File: config.mk
export PLATFORM = sky130hd
export DESIGN_NAME = datapath_ctrl
export DESIGN_NICKNAME = d
export VERILOG_FILES = /design/src/rtl/datapath_ctrl_pkg.sv /design/src/rtl/datapath_ctrl_opcode_class_dec.sv /design/src/rtl/datapath_ctrl.sv
export SDC_FILE = /design/constraint.sdc
export NUM_CORES = 1
export LEC_CHECK = 0
export BUFFER_PORTS_ARGS = -buffer_cell sky130_fd_sc_hd__buf_2
export CAP_MARGIN = 10
export CORE_MARGIN = 10
export CORE_UTILIZATION = 52
export CTS_CLUSTER_SIZE = 25
export DETAILED_ROUTE_END_ITERATION = 10
export PLACE_DENSITY = 0.89
export SLEW_MARGIN = 40
export SYNTH_ARGS = -nofsm -noshare
export SYNTH_HDL_FRONTEND = slang
export SYNTH_SLANG_ARGS = --single-unit
File: constraint.sdc
create_clock -name Clock -period 3.8 [get_ports Clock]
set_input_delay 0.76 -clock Clock [delete_from_list [all_inputs] [get_ports Clock]]
set_output_delay 0.76 -clock Clock [all_outputs]
set_load 0.05 [all_outputs]
File: src/rtl/datapath_ctrl_pkg.sv
// rtl/datapath_ctrl_pkg.sv - opcodes, ctrl bit map, class and state types for datapath_ctrl
package datapath_ctrl_pkg;

  localparam int OP_W   = 5;
  localparam int CTRL_W = 25;

  localparam logic [OP_W-1:0] OP_LD   = 5'b00000;
  localparam logic [OP_W-1:0] OP_LDI  = 5'b00001;
  localparam logic [OP_W-1:0] OP_ST   = 5'b00010;
  localparam logic [OP_W-1:0] OP_ADD  = 5'b00011;
  localparam logic [OP_W-1:0] OP_SUB  = 5'b00100;
  localparam logic [OP_W-1:0] OP_AND  = 5'b00101;
  localparam logic [OP_W-1:0] OP_OR   = 5'b00110;
  localparam logic [OP_W-1:0] OP_ROR  = 5'b00111;
  localparam logic [OP_W-1:0] OP_ROL  = 5'b01000;
  localparam logic [OP_W-1:0] OP_SHR  = 5'b01001;
  localparam logic [OP_W-1:0] OP_SHRA = 5'b01010;
  localparam logic [OP_W-1:0] OP_SHL  = 5'b01011;
  localparam logic [OP_W-1:0] OP_ADDI = 5'b01100;
  localparam logic [OP_W-1:0] OP_ANDI = 5'b01101;
  localparam logic [OP_W-1:0] OP_ORI  = 5'b01110;
  localparam logic [OP_W-1:0] OP_DIV  = 5'b01111;
  localparam logic [OP_W-1:0] OP_MUL  = 5'b10000;
  localparam logic [OP_W-1:0] OP_NEG  = 5'b10001;
  localparam logic [OP_W-1:0] OP_NOT  = 5'b10010;
  localparam logic [OP_W-1:0] OP_NOP  = 5'b11010;
  localparam logic [OP_W-1:0] OP_HALT = 5'b11011;

  localparam int C_PCOUT    = 0;
  localparam int C_ZHIGHOUT = 1;
  localparam int C_ZLOWOUT  = 2;
  localparam int C_MDROUT   = 3;
  localparam int C_HIOUT    = 4;
  localparam int C_LOOUT    = 5;
  localparam int C_MARIN    = 6;
  localparam int C_PCIN     = 7;
  localparam int C_MDRIN    = 8;
  localparam int C_IRIN     = 9;
  localparam int C_YIN      = 10;
  localparam int C_INCPC    = 11;
  localparam int C_READ     = 12;
  localparam int C_WRITE    = 13;
  localparam int C_GRA      = 14;
  localparam int C_GRB      = 15;
  localparam int C_GRC      = 16;
  localparam int C_RIN      = 17;
  localparam int C_ROUT     = 18;
  localparam int C_BAOUT    = 19;
  localparam int C_COUT     = 20;
  localparam int C_HIIN     = 21;
  localparam int C_LOIN     = 22;
  localparam int C_ZHIGHIN  = 23;
  localparam int C_ZLOWIN   = 24;

  typedef enum logic [3:0] {
    CL_RTYPE, CL_IMM, CL_MULDIV, CL_UNARY, CL_LD, CL_LDI, CL_ST, CL_NOP, CL_HALT, CL_BAD
  } op_class_e;

  typedef enum logic [4:0] {
    S_IDLE, S_T0, S_T1, S_T2,
    S_R3, S_R4, S_R5,
    S_I3, S_I4, S_I5,
    S_M3, S_M4, S_M5, S_M6,
    S_U3, S_U4,
    S_A3, S_A4, S_LDI5,
    S_LD5, S_LD6, S_LD7,
    S_ST5, S_ST6, S_ST7,
    S_HALT
  } state_e;

  function automatic logic [CTRL_W-1:0] cb(int unsigned idx);
    return CTRL_W'(1) << idx;
  endfunction

endpackage

File: src/rtl/datapath_ctrl_opcode_class_dec.sv
// rtl/datapath_ctrl_opcode_class_dec.sv - combinational opcode to instruction-class decoder
module opcode_class_dec
  import datapath_ctrl_pkg::*;
(
  input  logic [OP_W-1:0] opcode_i,
  output op_class_e       cls_o
);

  always_comb begin
    cls_o = CL_BAD;
    case (opcode_i)
      OP_ADD, OP_SUB, OP_AND, OP_OR, OP_ROR,
      OP_ROL, OP_SHR, OP_SHRA, OP_SHL:      cls_o = CL_RTYPE;
      OP_ADDI, OP_ANDI, OP_ORI:             cls_o = CL_IMM;
      OP_MUL, OP_DIV:                       cls_o = CL_MULDIV;
      OP_NEG, OP_NOT:                       cls_o = CL_UNARY;
      OP_LD:                                cls_o = CL_LD;
      OP_LDI:                               cls_o = CL_LDI;
      OP_ST:                                cls_o = CL_ST;
      OP_NOP:                               cls_o = CL_NOP;
      OP_HALT:                              cls_o = CL_HALT;
      default:                              cls_o = CL_BAD;
    endcase
  end

endmodule

File: src/rtl/datapath_ctrl.sv
// rtl/datapath_ctrl.sv - hard-wired Moore control unit sequencing the single-bus DataPath
// Define ILLEGAL_OP_TRAP_EN to halt and flag Illegal on undefined opcodes.
module datapath_ctrl
  import datapath_ctrl_pkg::*;
#(
  parameter int IR_W  = 32,
  parameter int OPC_W = 5
) (
  input  logic              Clock,
  input  logic              Clear,
  input  logic [IR_W-1:0]   IR,
  input  logic              Mem_ready,
  input  logic              Stop,
  output logic [CTRL_W-1:0] ctrl,
  output logic [OPC_W-1:0]  alu_op,
  output logic              Run,
  output logic              Illegal
);

  state_e             state_q, state_d;
  op_class_e          ir_cls, cls_q;
  logic [OPC_W-1:0]   ir_opc, opc_q, opc_d;
  logic [CTRL_W-1:0]  ctrl_q;
  logic [OPC_W-1:0]   alu_q;
  logic               run_q;
  state_e             boundary;
  logic               unused_ir_bits;

  assign ir_opc         = IR[IR_W-1 -: OPC_W];
  assign unused_ir_bits = ^IR[IR_W-OPC_W-1:0];
  assign boundary       = Stop ? S_HALT : S_T0;
  // Unary ops drive the ALU in T3, before opc_q has captured the opcode.
  assign opc_d          = (state_q == S_T2) ? ir_opc : opc_q;

  opcode_class_dec u_dec (
    .opcode_i (ir_opc),
    .cls_o    (ir_cls)
  );

  function automatic logic [CTRL_W-1:0] ctrl_of(state_e s);
    logic [CTRL_W-1:0] c;
    c = '0;
    case (s)
      S_T0:                c = cb(C_PCOUT) | cb(C_MARIN) | cb(C_INCPC) | cb(C_ZLOWIN);
      S_T1:                c = cb(C_ZLOWOUT) | cb(C_PCIN) | cb(C_READ) | cb(C_MDRIN);
      S_T2:                c = cb(C_MDROUT) | cb(C_IRIN);
      S_R3, S_I3:          c = cb(C_GRB) | cb(C_ROUT) | cb(C_YIN);
      S_R4:                c = cb(C_GRC) | cb(C_ROUT) | cb(C_ZLOWIN);
      S_R5, S_I5, S_LDI5,
      S_U4:                c = cb(C_ZLOWOUT) | cb(C_GRA) | cb(C_RIN);
      S_I4, S_A4:          c = cb(C_COUT) | cb(C_ZLOWIN);
      S_M3:                c = cb(C_GRA) | cb(C_ROUT) | cb(C_YIN);
      S_M4:                c = cb(C_GRB) | cb(C_ROUT) | cb(C_ZHIGHIN) | cb(C_ZLOWIN);
      S_M5:                c = cb(C_ZLOWOUT) | cb(C_LOIN);
      S_M6:                c = cb(C_ZHIGHOUT) | cb(C_HIIN);
      S_U3:                c = cb(C_GRB) | cb(C_ROUT) | cb(C_ZLOWIN);
      S_A3:                c = cb(C_GRB) | cb(C_BAOUT) | cb(C_YIN);
      S_LD5, S_ST5:        c = cb(C_ZLOWOUT) | cb(C_MARIN);
      S_LD6:               c = cb(C_READ) | cb(C_MDRIN);
      S_LD7:               c = cb(C_MDROUT) | cb(C_GRA) | cb(C_RIN);
      S_ST6:               c = cb(C_GRA) | cb(C_ROUT) | cb(C_MDRIN);
      S_ST7:               c = cb(C_WRITE);
      default:             c = '0;
    endcase
    return c;
  endfunction

  function automatic logic [OPC_W-1:0] alu_of(state_e s, logic [OPC_W-1:0] opc);
    logic [OPC_W-1:0] a;
    a = '0;
    case (s)
      S_R4, S_I4, S_M4, S_U3: a = opc;
      S_A4:                   a = OPC_W'(OP_ADD);
      default:                a = '0;
    endcase
    return a;
  endfunction

  always_comb begin
    state_d = state_q;
    case (state_q)
      S_IDLE: state_d = S_T0;
      S_T0:   state_d = S_T1;
      S_T1:   if (Mem_ready) state_d = S_T2;
      S_T2: begin
        case (ir_cls)
          CL_RTYPE:           state_d = S_R3;
          CL_IMM:             state_d = S_I3;
          CL_MULDIV:          state_d = S_M3;
          CL_UNARY:           state_d = S_U3;
          CL_LD, CL_LDI,
          CL_ST:              state_d = S_A3;
          CL_HALT:            state_d = S_HALT;
`ifdef ILLEGAL_OP_TRAP_EN
          CL_BAD:             state_d = S_HALT;
`endif
          default:            state_d = boundary;
        endcase
      end
      S_R3:   state_d = S_R4;
      S_R4:   state_d = S_R5;
      S_I3:   state_d = S_I4;
      S_I4:   state_d = S_I5;
      S_M3:   state_d = S_M4;
      S_M4:   state_d = S_M5;
      S_M5:   state_d = S_M6;
      S_U3:   state_d = S_U4;
      S_A3:   state_d = S_A4;
      S_A4: begin
        case (cls_q)
          CL_LDI:  state_d = S_LDI5;
          CL_LD:   state_d = S_LD5;
          default: state_d = S_ST5;
        endcase
      end
      S_LD5:  state_d = S_LD6;
      S_LD6:  if (Mem_ready) state_d = S_LD7;
      S_ST5:  state_d = S_ST6;
      S_ST6:  state_d = S_ST7;
      S_ST7:  if (Mem_ready) state_d = boundary;
      S_R5, S_I5, S_M6, S_U4,
      S_LDI5, S_LD7: state_d = boundary;
      default: state_d = S_HALT;
    endcase
  end

`ifdef ILLEGAL_OP_TRAP_EN
  logic ill_q;
  assign Illegal = ill_q;
`else
  assign Illegal = 1'b0;
`endif

  always_ff @(posedge Clock or negedge Clear) begin
    if (!Clear) begin
      state_q <= S_IDLE;
      ctrl_q  <= '0;
      alu_q   <= '0;
      run_q   <= 1'b0;
      opc_q   <= '0;
      cls_q   <= CL_NOP;
`ifdef ILLEGAL_OP_TRAP_EN
      ill_q   <= 1'b0;
`endif
    end else begin
      state_q <= state_d;
      ctrl_q  <= ctrl_of(state_d);
      alu_q   <= alu_of(state_d, opc_d);
      run_q   <= (state_d != S_IDLE) && (state_d != S_HALT);
      if (state_q == S_T2) begin
        opc_q <= ir_opc;
        cls_q <= ir_cls;
      end
`ifdef ILLEGAL_OP_TRAP_EN
      if (state_q == S_T2 && ir_cls == CL_BAD) ill_q <= 1'b1;
`endif
    end
  end

  assign ctrl   = ctrl_q;
  assign alu_op = alu_q;
  assign Run    = run_q;

endmodule

==> results of run 1 <==
## how the worst max path moves through the flow
| stage | cells after the start | slack, ns | endpoint | start |
|---|---|---|---|---|
| after CTS | 12 | 0.49 | alu_op[0] | IR[27] |
| after global routing | 12 | 0.18 | alu_op[0] | IR[27] |
| after floorplan | 12 | 0.70 | alu_op[1] | IR[29] |
| after detailed placement | 12 | 0.19 | alu_op[0] | IR[27] |
| after global placement | 12 | 0.29 | alu_op[1] | IR[27] |
| final | 12 | 0.50 | alu_op[0] | IR[27] |
## cells by family (layout without fill, tap and decap cells)
logic type	Yosys count	after routing
AO/OA/AOI/OAI	70	70
XOR/XNOR	4	4
adder cells (fa/ha/maj)	7	7
buffers and inverters	43	66
flip-flops	41	41
multiplexers	7	7
other	1	3
AND/OR/NAND/NOR	102	102
## critical path, stage by stage
cell and delay (ns):
buf_2 0.17, a211oi_1 0.53, xnor2_1 0.11, a2111oi_0 0.48, a211o_1 0.19, inv_1 0.09, ha_1 0.26, nor2_1 0.14
nor3_1 0.06, a21oi_1 0.24, nor3_1 0.09, or3_1 0.36
## layout by cell type, fill, tap and decap left out, types with 2 or more instances in the layout
master     Yosys  layout
a22oi_1        3       3
and2_1         4       4
clkbuf_8       0       5
xnor2_1        4       4
inv_1         13      13
o21ai_1        2       2
o31ai_1        2       2
a32oi_1        2       2
buf_2          9      36
buf_4          9       7
nand2_1       26      26
a22o_1         2       2
a21o_1         2       2
o22ai_1        2       2
nand3_1        7       7
dfrtp_1       38      38
a21oi_1       13      13
o21bai_1       2       2
o21a_1         3       3
nor3_2         2       2
nand4_1        2       2
dfstp_2        3       3
or3_1          4       4
conb_1         1       3
a211oi_1       3       3
a31oi_1        4       4
mux2_2         2       2
o221ai_1       2       2
o21ai_0       13      13
nor3b_1        2       2
ha_1           6       6
nand2b_1       3       3
nand3b_1       3       3
nor3_1        13      13
a2bb2oi_1      3       3
nor2_1        28      28
mux2i_1        5       5
## where the power goes
group / switching [W] / internal [W]
sequential: 0.000000410 / 0.000438
combinational: 0.0000396 / 0.0000162
clock: 0.000155 / 0.000197
total: 0.000195 / 0.000650
## cell type report
cell class	instances	area, sq um	area share, %
Multi-Input combinational cell	193	1220	44.8
Sequential cell	41	1030	37.8
Timing Repair Buffer	43	233	8.55
Clock buffer	5	68.8	2.53
Tap cell	54	67.6	2.48
Inverter	15	57.6	2.11
Clock inverter	3	46.3	1.70
## synthesized netlist by cell type, types with 4 or more instances
cell type  count  area share, %
xnor2_1        4            1.4
nor2_1        28            4.3
buf_4          9            2.7
mux2i_1        5            2.0
nand2_1       26            3.9
o21ai_0       13            2.6
and2_1         4            1.0
a21oi_1       13            2.6
buf_2          9            1.8
a31oi_1        4            1.0
dfrtp_1       38             38
or3_1          4            1.0
ha_1           6            3.0
nand3_1        7            1.4
clkbuf_1       7            1.1
inv_1         13            2.0
nor3_1        13            2.6
## per-layer routing
layer / vias to the layer above / share of wire [%]
met1: 977 / 42
li1: 1004 / -
met2: 65 / 51
met3: 10 / 5.7
met4: 0 / 1.8
met5: - / 0
## flip-flops by register name, indices dropped and copies added (netlist names)
name,count
Run,1
alu_op,5
cls_q,4
ctrl,21
opc_q,5
state_q,5
## through the flow
step,instance area [sq um],power (W),setup WS (ns)
global route,2720,0.000878,0.184
global placement,2600,0.000501,0.295
detailed placement,2600,0.000502,0.193
floorplan,2480,0.000486,0.698
finish,2720,0.000846,0.498
CTS,2720,0.000852,0.493
==> impl_metrics.tcl, run 1 <==
set metrics [dict create \
    place_hpwl_mm 3.91 \
    p_per_area_nw_per_um2 311 \
    first_pass_iters 6 \
    place_congestion 0.821 \
    cts-htree-levels 2 \
    clkSinkCount 41 \
    drive_gt1_share_pct 22.3 \
    num_rows 25 \
    hp-class "in2async" \
    nNetsFinal 341 \
    die_width_um 88.9 \
    r2r_setup_slack_ns 0.52 \
    regToRegStartpoint "state_q[1]" \
    synth_simple_gate_area_share_pct 20.9 \
    ys_warn_count 0 \
    maxSlewViolCount 0 \
    die_area_sq_um 7910 \
    die_h_um 88.9 \
    timing.rr.end "alu_op[0]" \
    wl_mm 5.62 \
    synth-seq-area-share_pct 41.7 \
    worst_clock_skew_ns 0.0133 \
    post-route-util_pct 58.4 \
    netlist_area_sq_um 2470 \
    start_kind "input port" \
    grt_overflow 0 \
    grt_pass1_vias 2035 \
    period_minus_slack_ns 3.30 \
    worst_pin_slew_ns 0.623 \
    peakVddDrop_mv 0.190 \
    cts_setup_buffers 0 \
    syn_to_final_growth_pct 10.1 \
    grt.total_usage_pct 15.2 \
    ys_ff_latch 41 \
    initial_utilization_pct 53.0 \
    end_kind "register" \
    synth.avg_cell_area_sq_um 8.99 \
    io_buffers 37 \
    relSlewSlack_pct 58.4 \
    fillers 397 \
    synth_xor_area_share_pct 1.42 \
    clockBufferDepth 2 \
    cp.required_ns 3.97 \
    use_met3_pct 3.01 \
    status "completed" \
    syn_inst 275 \
    num_vias 2056 \
    ant_nets 0 \
    cts_buffers 5 \
    synthAdderAreaFrac_pct 3.44 \
    power_leakage_nw 1.34 \
    synthFlopType "dfrtp_1" \
    synth_top_family_by_area "simple AND/OR/NAND/NOR gates" \
    dpl.cell_count 346 \
    post-route-drc-count 0 \
    fin_cells 354 \
    yosysUniqueCellTypes 61 \
    clock_latency_ns 0.30 \
    viasPerCell 5.81 \
    path_class "in2reg" \
    cts_tree "yes" \
    pin_count 68 \
    antenna_found_initial 0 \
    drt_iter0_markers 119 \
    ctsResizeCount 0 \
    clkSlewWorstSetupHoldPaths_ns 0.09 \
    gr-max-usage-layer "met2" \
    wl_per_cell_um 15.9 \
    rr_worst_depth 11 \
    grt_max_degree 42 \
    crit_fanout 11 \
    core_sq_um 4660 \
    cp.arrival_ns 3.47 \
    hold_viol 0 \
    grtUsageMet1_pct 18.6 \
    ctsRootBufferMaster "clkbuf_8" \
    n_antenna_cell 0 \
    setup_viol 0 \
    rsz0062_at_grt "no" \
    whs_ns 0.425 \
    fin_setup_tns_ns 0 \
    synth_edf_count 0 \
    async_reset_ff_share_pct 100 \
    cap_violations 0 \
    fin_crit_sh_pct 86.9 \
    grt_pass1_wl_mm 9.58 \
    synth.area.mux_share_pct 2.94 \
    fmax_mhz 303 \
    gr-usage-met2_pct 25.8 \
    synth_compound_area_share_pct 20.2 \
    hold_buffers 0 \
]
No activity file was read; power rests on OpenSTA's default activity.
==> inputs of run 2 (changes only) <==
CORE_UTILIZATION = 40   (was 52)
PLACE_DENSITY = 0.74   (was 0.89)
==> run 2 against run 1 <==
Against the previous run:
- design area increased by 2.1%
- via count rose by 1.5%
- non-clock buffer count is 4 higher
- cell count grew 7.1%
- core utilization shrank 12 points
- critical endpoint is now alu_op[1]
==> impl_metrics.tcl, run 2 (synthesized netlist as in run 1, its figures left out) <==
set metrics [dict create \
    status "completed" \
    first_pass_iters 4 \
    wl_mm 5.68 \
    io_buffers 37 \
    pin_count 68 \
    period_minus_slack_ns 3.31 \
    rsz0062_at_grt "no" \
    wl_per_cell_um 15.0 \
    fillers 574 \
    num_vias 2086 \
    dpl.cell_count 371 \
    worst_pin_slew_ns 0.577 \
    fin_crit_sh_pct 87.2 \
    ctsResizeCount 0 \
    die_h_um 98.6 \
    power_leakage_nw 1.36 \
    clock_latency_ns 0.30 \
    peakVddDrop_mv 0.148 \
    die_width_um 98.6 \
    hold_viol 0 \
    place_congestion 0.833 \
    cts_setup_buffers 0 \
    crit_fanout 11 \
    multi_input_area_sq_um 1220 \
    initial_utilization_pct 41.5 \
    cp.arrival_ns 3.48 \
    place_hpwl_mm 4.04 \
    fin_setup_tns_ns 0 \
    drt_iter0_markers 151 \
    ff_latch_area_sq_um 1030 \
    grt_overflow 0 \
    cts-htree-levels 2 \
    worst_clock_skew_ns 0.00461 \
    grt_max_degree 42 \
    hold_buffers 0 \
    grt.total_usage_pct 11.8 \
    cts_buffers 5 \
    maxSlewViolCount 0 \
    viasPerCell 5.50 \
    syn_to_final_growth_pct 12.5 \
    relSlewSlack_pct 61.5 \
    core_sq_um 5960 \
    layout_commonest_cell "dfrtp_1" \
    largest_reg_flops 21 \
    antenna_found_initial 0 \
    post-route-drc-count 0 \
    ant_nets 0 \
    clkSinkCount 41 \
    clkSlewWorstSetupHoldPaths_ns 0.07 \
    clockBufferDepth 2 \
    path_class "in2reg" \
    grt_pass1_wl_mm 9.89 \
    cp.required_ns 3.97 \
    ctsRootBufferMaster "clkbuf_8" \
    hp-class "in2async" \
    num_rows 28 \
    p_per_area_nw_per_um2 308 \
    nNetsFinal 345 \
    start_kind "input port" \
    setup_viol 0 \
    grt_pass1_vias 2042 \
    n_antenna_cell 0 \
    finalPower_w 0.000857 \
    cap_violations 0 \
    die_area_sq_um 9720 \
    whs_ns 0.432 \
    fin_cells 379 \
    fmax_mhz 302 \
    layout_common_cells "38 x dfrtp_1, 36 x buf_2, 28 x nor2_1" \
    drive_gt1_share_pct 23.0 \
    post-route-util_pct 46.7 \
    cts_tree "yes" \
    end_kind "register" \
]
==> run 2: cell count changes in the layout (fill, tap and decap cells not counted) <==
cell	change
buf_4	+4
clkbuf_1	+1
clkbuf_8	+1
clkinv_4	-1
clkinvlp_4	-1
==> run 2: metal layers <==
layer  GRT usage [%]  vias to the layer above  share of wire, %
met5               0                        -                 0
met4            4.63                        0               1.1
met3            2.93                       11               6.0
met2            19.5                       67                50
met1            14.5                      994                43
li1                -                     1014                 -
==> run 2: cell type report <==
class	instances	share of cell area, %
Clock buffer	7	3.11
Clock inverter	1	1.08
Inverter	15	2.07
Multi-Input combinational cell	193	43.9
Sequential cell	41	37.1
Tap cell	75	3.38
Timing Repair Buffer	47	9.46
==> run 2: where the power goes <==
group	switching [W]	internal, W
combinational	0.0000404	0.0000183
clock	0.000146	0.000214
sequential	0.000000417	0.000438
==> run 2: worst paths after layout <==
path | slack [ns] | startpoint | to | depth (start not counted)
min in group Clock | 0.48 | cls_q[2] | cls_q[2] | 2
min reg2reg | 0.48 | cls_q[2] | cls_q[2] | 2
max in group asynchronous | 3.01 | Clear | cls_q[1] | 1
min | 0.43 | Clear | ctrl[13] | 1
max reg2reg | 0.61 | state_q[3] | alu_op[1] | 10
max | 0.49 | IR[27] | alu_op[1] | 12
==> run 2: worst max-delay path, stage by stage <==
cell,delay (ns)
buf_2,0.17
a211oi_1,0.45
xnor2_1,0.15
a2111oi_0,0.54
a211o_1,0.19
inv_1,0.07
ha_1,0.25
nor2_1,0.12
nor3_1,0.05
a21oi_1,0.25
nor3_1,0.09
or3_1,0.38
==> run 2: metrics by stage <==
step	setup slack, ns	area [sq um]
floorplan	0.698	2480
global placement	0.319	2660
detailed placement	0.190	2660
CTS	0.517	2780
global route	0.190	2780
finish	0.487	2780
